===== src/rtl/function_generator_pkg.sv =====
// rtl/function_generator_pkg.sv - shared types and constants for the function generator sequencer
// Purpose: state enum for the playback FSM, default widths, minimum sample period.
`timescale 1ns/1ps
package function_generator_pkg;

  localparam int ADDR_W_DEF   = 9;
  localparam int DATA_W_DEF   = 8;
  localparam int PERIOD_W_DEF = 16;

  // Smallest usable period: FETCH + CAPTURE + at least one WAIT cycle.
  localparam int MIN_PERIOD   = 2;

  typedef enum logic [1:0] {
    IDLE    = 2'd0,
    FETCH   = 2'd1,
    CAPTURE = 2'd2,
    WAIT    = 2'd3
  } fg_state_t;

endpackage


===== src/rtl/fg_ram_arbiter.sv =====
// rtl/fg_ram_arbiter.sv - single-port sample RAM arbiter between player and host
// Purpose: player fetch has absolute priority; host gets any other cycle where it
//          requests and is not being acked. Ack and read data follow one cycle later.
// Ports:
//   clk, resetb                  clock, synchronous active-low reset
//   player_req, player_addr      player fetch request (one cycle) and address
//   host_req/we/addr/wdata       host request, held until host_ack
//   host_rdata, host_ack         host read data (valid with ack), one-cycle ack
//   ram_en/we/addr/wdata         RAM port strobes
//   ram_rdata                    registered RAM read data
`timescale 1ns/1ps
module fg_ram_arbiter #(
  parameter int ADDR_W = 9,
  parameter int DATA_W = 8
) (
  input  logic              clk,
  input  logic              resetb,
  input  logic              player_req,
  input  logic [ADDR_W-1:0] player_addr,
  input  logic              host_req,
  input  logic              host_we,
  input  logic [ADDR_W-1:0] host_addr,
  input  logic [DATA_W-1:0] host_wdata,
  output logic [DATA_W-1:0] host_rdata,
  output logic              host_ack,
  output logic              ram_en,
  output logic              ram_we,
  output logic [ADDR_W-1:0] ram_addr,
  output logic [DATA_W-1:0] ram_wdata,
  input  logic [DATA_W-1:0] ram_rdata
);

  logic player_go;
  logic host_grant;

  // Gating with resetb keeps the port quiet while reset is held even though
  // the host may already be requesting.
  assign player_go  = resetb & player_req;
  // No re-grant in the ack cycle: the host still holds host_req there.
  assign host_grant = resetb & host_req & ~host_ack & ~player_req;

  always_comb begin
    ram_en    = 1'b0;
    ram_we    = 1'b0;
    ram_addr  = '0;
    ram_wdata = '0;
    if (player_go) begin
      ram_en   = 1'b1;
      ram_addr = player_addr;
    end else if (host_grant) begin
      ram_en    = 1'b1;
      ram_we    = host_we;
      ram_addr  = host_addr;
      ram_wdata = host_wdata;
    end
  end

  always_ff @(posedge clk) begin
    if (!resetb) begin
      host_ack <= 1'b0;
    end else begin
      host_ack <= host_grant;
    end
  end

  // ram_rdata in the ack cycle belongs to the host's granted read.
  assign host_rdata = host_ack ? ram_rdata : '0;

endmodule


===== src/rtl/function_generator_sequencer.sv =====
// rtl/function_generator_sequencer.sv - sample RAM playback sequencer driving the DAC bus
// Purpose: steps through the sample RAM at a programmable rate, updates the DAC with a
//          start strobe per sample, and shares the RAM port with the host.
// Ports:
//   clk, resetb                    clock, synchronous active-low reset
//   cfg_run, cfg_period            play enable; sample interval minus 1 (clamped to >= 2)
//   cfg_last_addr                  last sample address before wrap
//   host_req/we/addr/wdata         host RAM access, held until host_ack
//   host_rdata, host_ack           host completion
//   ram_en/we/addr/wdata, ram_rdata  sample RAM port
//   dac, dac_start                 current sample and update strobe
//   dbg_ram_addr_zero, dbg_state_run, dbg_active  debug strobes
`timescale 1ns/1ps
module function_generator_sequencer
  import function_generator_pkg::*;
#(
  parameter int ADDR_W   = ADDR_W_DEF,
  parameter int DATA_W   = DATA_W_DEF,
  parameter int PERIOD_W = PERIOD_W_DEF
) (
  input  logic                clk,
  input  logic                resetb,
  input  logic                cfg_run,
  input  logic [PERIOD_W-1:0] cfg_period,
  input  logic [ADDR_W-1:0]   cfg_last_addr,
  input  logic                host_req,
  input  logic                host_we,
  input  logic [ADDR_W-1:0]   host_addr,
  input  logic [DATA_W-1:0]   host_wdata,
  output logic [DATA_W-1:0]   host_rdata,
  output logic                host_ack,
  output logic                ram_en,
  output logic                ram_we,
  output logic [ADDR_W-1:0]   ram_addr,
  output logic [DATA_W-1:0]   ram_wdata,
  input  logic [DATA_W-1:0]   ram_rdata,
  output logic [DATA_W-1:0]   dac,
  output logic                dac_start,
  output logic                dbg_ram_addr_zero,
  output logic                dbg_state_run,
  output logic                dbg_active
);

  fg_state_t           state;
  fg_state_t           next_state;
  logic [ADDR_W-1:0]   play_addr;
  logic [PERIOD_W-1:0] cnt;
  logic [PERIOD_W-1:0] period_eff;
  logic                cnt_zero;

  assign period_eff = (cfg_period < PERIOD_W'(MIN_PERIOD)) ? PERIOD_W'(MIN_PERIOD) : cfg_period;
  assign cnt_zero   = (cnt == '0);

  always_comb begin
    next_state = state;
    case (state)
      IDLE:    if (cfg_run) next_state = FETCH;
      FETCH:   next_state = CAPTURE;
      CAPTURE: next_state = WAIT;
      WAIT:    if (cnt_zero) next_state = FETCH;
      default: next_state = IDLE;
    endcase
    if (!cfg_run) next_state = IDLE;
  end

  always_ff @(posedge clk) begin
    if (!resetb) begin
      state     <= IDLE;
      play_addr <= '0;
      cnt       <= '0;
      dac       <= '0;
      dac_start <= 1'b0;
    end else begin
      state     <= next_state;
      dac_start <= 1'b0;

      if (!cfg_run || state == IDLE) begin
        play_addr <= '0;
      end else if (state == WAIT && cnt_zero) begin
        play_addr <= (play_addr >= cfg_last_addr) ? '0 : play_addr + 1'b1;
      end

      // Loaded with period-1 at FETCH so FETCH-to-FETCH spans period+1 clocks.
      if (!cfg_run) begin
        cnt <= '0;
      end else if (state == FETCH) begin
        cnt <= period_eff - 1'b1;
      end else if (!cnt_zero) begin
        cnt <= cnt - 1'b1;
      end

      // A stop during CAPTURE discards the fetched sample.
      if (state == CAPTURE && cfg_run) begin
        dac       <= ram_rdata;
        dac_start <= 1'b1;
      end
    end
  end

  fg_ram_arbiter #(
    .ADDR_W (ADDR_W),
    .DATA_W (DATA_W)
  ) u_arb (
    .clk         (clk),
    .resetb      (resetb),
    .player_req  (state == FETCH),
    .player_addr (play_addr),
    .host_req    (host_req),
    .host_we     (host_we),
    .host_addr   (host_addr),
    .host_wdata  (host_wdata),
    .host_rdata  (host_rdata),
    .host_ack    (host_ack),
    .ram_en      (ram_en),
    .ram_we      (ram_we),
    .ram_addr    (ram_addr),
    .ram_wdata   (ram_wdata),
    .ram_rdata   (ram_rdata)
  );

  assign dbg_state_run     = (state != IDLE);
  assign dbg_ram_addr_zero = dbg_state_run & (play_addr == '0);
  assign dbg_active        = ram_en;

endmodule

===== config.mk =====
export PLATFORM = sky130hd
export DESIGN_NAME = function_generator_sequencer
export DESIGN_NICKNAME = d
export VERILOG_FILES = /design/src/rtl/function_generator_pkg.sv /design/src/rtl/fg_ram_arbiter.sv /design/src/rtl/function_generator_sequencer.sv
export SDC_FILE = /design/constraint.sdc
export NUM_CORES = 1
export LEC_CHECK = 0
export BUFFER_PORTS_ARGS = -buffer_cell sky130_fd_sc_hd__clkbuf_2
export CAP_MARGIN = 10
export CORE_MARGIN = 2
export CORE_UTILIZATION = 50
export CTS_CLUSTER_DIAMETER = 120
export DETAILED_ROUTE_END_ITERATION = 10
export GPL_ROUTABILITY_DRIVEN = 0
export PLACE_DENSITY = 0.87
export SYNTH_ARGS = -nofsm -noshare
export SYNTH_HDL_FRONTEND = slang
export SYNTH_SLANG_ARGS = --single-unit
export TNS_END_PERCENT = 30

===== constraint.sdc =====
create_clock -name clk -period 3.4 [get_ports clk]
set_input_delay 0.51 -clock clk [delete_from_list [all_inputs] [get_ports clk]]
set_output_delay 0.51 -clock clk [all_outputs]
set_load 0.1 [all_outputs]

==> out/qor.yml <==
min_period_over_period_pct: 81.2
rows: 26
crit_path_max_fanout: 14
post_cts_resized: 0
clock_latency_ns: 0.29
die-height_um: 76.1
numCtsBuffers: 5
placedCellCount: 452
pwr-share-clk_pct: 24.2
routed_wl_um: 6650
num_vias: 2607
synth_cell_type_count: 56
fin_area_um2: 3360
r2r_cells: 8
slew_viol_final: 0
num_io_pins: 95
avgSynthCellArea_um2: 8.72
vias_per_cell: 5.67
grt_overflow: 0
cts_htree_levels: 2
worstPathRequired_ns: 2.89
synthFlopType: "dfxtp_1"
peakVddDrop_v: 0.000315
finalHoldViolations: 0
synth_seq_area_share_pct: 28.5
cts_sinks: 37
swShare_pct: 42.0
drc_errors: 0
final-seq-area_um2: 741
wl_per_cell_um: 14.5
stdcell_count: 460
coreArea_um2: 5070
tightestPinTransition_ns: 0.703
power_frac_comb_pct: 43.6
final_common_cell: "clkbuf_2"
grt_pass1_wl_um: 11300
ant_nets: 0
hold_depth: 3
grt_setup_unrepaired: "false"
drt_iter0_markers: 165
synth_edf_count: 0
dpl-instance-area_um2: 3240
max_freq_mhz: 362
switchingPower_uw: 676
grt_pass1_vias: 2430
cp.arrival_ns: 2.25
grt_max_degree: 18
clk_path_buf_depth: 2
async_flop_share_pct: 0
cts-root-buf: "clkbuf_8"
multiInputGateArea_um2: 1710
antenna_cells: 0
final_cell_mix: "clkbuf_2, dfxtp_1, and2_1, nor2_1"
power.density_nw_per_um2: 479
setup_ws_ns: 0.639
hold_path.class: "primary input to register"
cp-start-kind: "register"
start_util_pct: 51.2
p_leak_nw: 1.49
die_x_um: 76.1
synth_warnings: 0
drt_first_pass_iters: 4
p_int_uw: 933
synth.cell_area_um2: 2600
skew_ns: 0.00951
layout-drive-gt1-share_pct: 32.1
cts_hold_buf: 0
tns_ns: 0
path_clk_slew_ns: 0.08
post-cts-setup-buffer-count: 0
antenna_found_initial: 0
outcome: "finished, final reports clean"
grt_usage_pct: 23.5
cts_tree: "done"
min_period_ns: 2.76
netlist_instances: 298
maxCapViolCount: 0
pre_cts_slack_ns: 0.576
area_growth_syn_to_layout_pct: 29.1
endpoint_kind: "output port"
port_buffers: 94
syn_nets: 369
power_frac_seq_pct: 32.1
slew_headroom_pct: 52.9
dpl.hpwl_um: 5160
fin_nets: 460
die-area_um2: 5790
setup_viol: 0
fill_cells: 422
ys_seq_elements: 37
path_class: "register to output port"
final_util_pct: 66.1
## cells in the mapped netlist (2+ instances only)
master	n	area [µm²]
dfxtp_1	37	741
and2_1	21	131
nor2_1	17	63.8
ha_1	16	200
inv_1	16	60.1
mux2i_1	15	150
nor3_1	12	60.1
a211oi_1	11	82.6
nand2_1	11	41.3
nand3_1	11	55.1
nand4_1	11	68.8
xor2_1	11	96.3
a22o_1	9	78.8
a21boi_0	8	60.1
a21oi_1	8	40.0
and4_1	6	52.6
clkbuf_1	6	22.5
nor4_1	6	37.5
buf_2	5	25.0
nand2b_1	5	31.3
and3_1	4	25.0
nor2b_1	4	25.0
nor3b_1	3	22.5
nor3b_2	3	37.5
o21ai_0	3	15.0
xnor2_1	3	26.3
a21oi_2	2	17.5
a31o_1	2	17.5
a31o_2	2	17.5
a31oi_1	2	12.5
mux2_2	2	22.5
or2_2	2	12.5
## cell type report
class / count / share of cell area, %
timing repair buffer: 99 / 19.2
clock buffer: 5 / 2.05
sequential: 37 / 22.1
inverter: 16 / 1.79
multi-input combinational: 230 / 50.9
clock inverter: 3 / 1.38
tap: 70 / 2.61
## cells by family after synthesis
logic type / Yosys count / share of synthesized area [%]
adders and majority gates: 16 / 7.70
and+or+nand+nor: 123 / 28.5
buffers and inverters: 31 / 5.77
AOI/OAI and AO/OA: 60 / 18.2
DFF: 37 / 28.5
muxes: 17 / 6.64
xor gates and xnor gates: 14 / 4.72
## power groups by stage
| stage | registers (mW) | logic (mW) | clock network (mW) |
|---|---|---|---|
| 3_5_place_dp | 0.524 | 0.690 | 0 |
| 5_1_grt | 0.522 | 0.755 | 0.419 |
| 4_1_cts | 0.515 | 0.694 | 0.398 |
| 2_1_floorplan | 0.525 | 0.532 | 0 |
| 6_report | 0.517 | 0.702 | 0.390 |
| 3_3_place_gp | 0.524 | 0.672 | 0 |
## sequential cells by signal (all words and copies together), names as in the netlist
register	count
cnt	16
play_addr	9
dac	8
state	2
dac_start	1
u_arb.host_ack	1
## critical path, stage by stage, from the launching register on
cell and delay [ns]:
dfxtp_1 0.38, inv_1 0.08, ha_1 0.37, nor3_1 0.33, buf_4 0.22, or2_2 0.13
clkbuf_2 0.45
## final timing paths
kind,start,slack (ns),endpoint
hold / removal,ram_rdata[0],0.46,dac[0]
setup / recovery,state[1],0.64,ram_en
hold reg to reg,dac[6],0.47,dac[6]
setup reg to reg,state[1],0.67,cnt[13]
## per-layer routing
layer  up-vias  track usage, %  wire length [µm]
met4         0            7.64                99
met5         -               0                 0
met1      1211            28.8              2890
li1       1276               -                 -
met3        12            5.45               432
met2       108            40.7              3230
## metrics by stage
step                      power (mW)  hold WS, ns
after global placement          1.20        0.453
after detailed placement        1.21        0.458
after CTS                       1.61        0.455
after global routing            1.70        0.464
final                           1.61        0.460
after floorplan                 1.06        0.507
(Power assumes the default switching activity.)
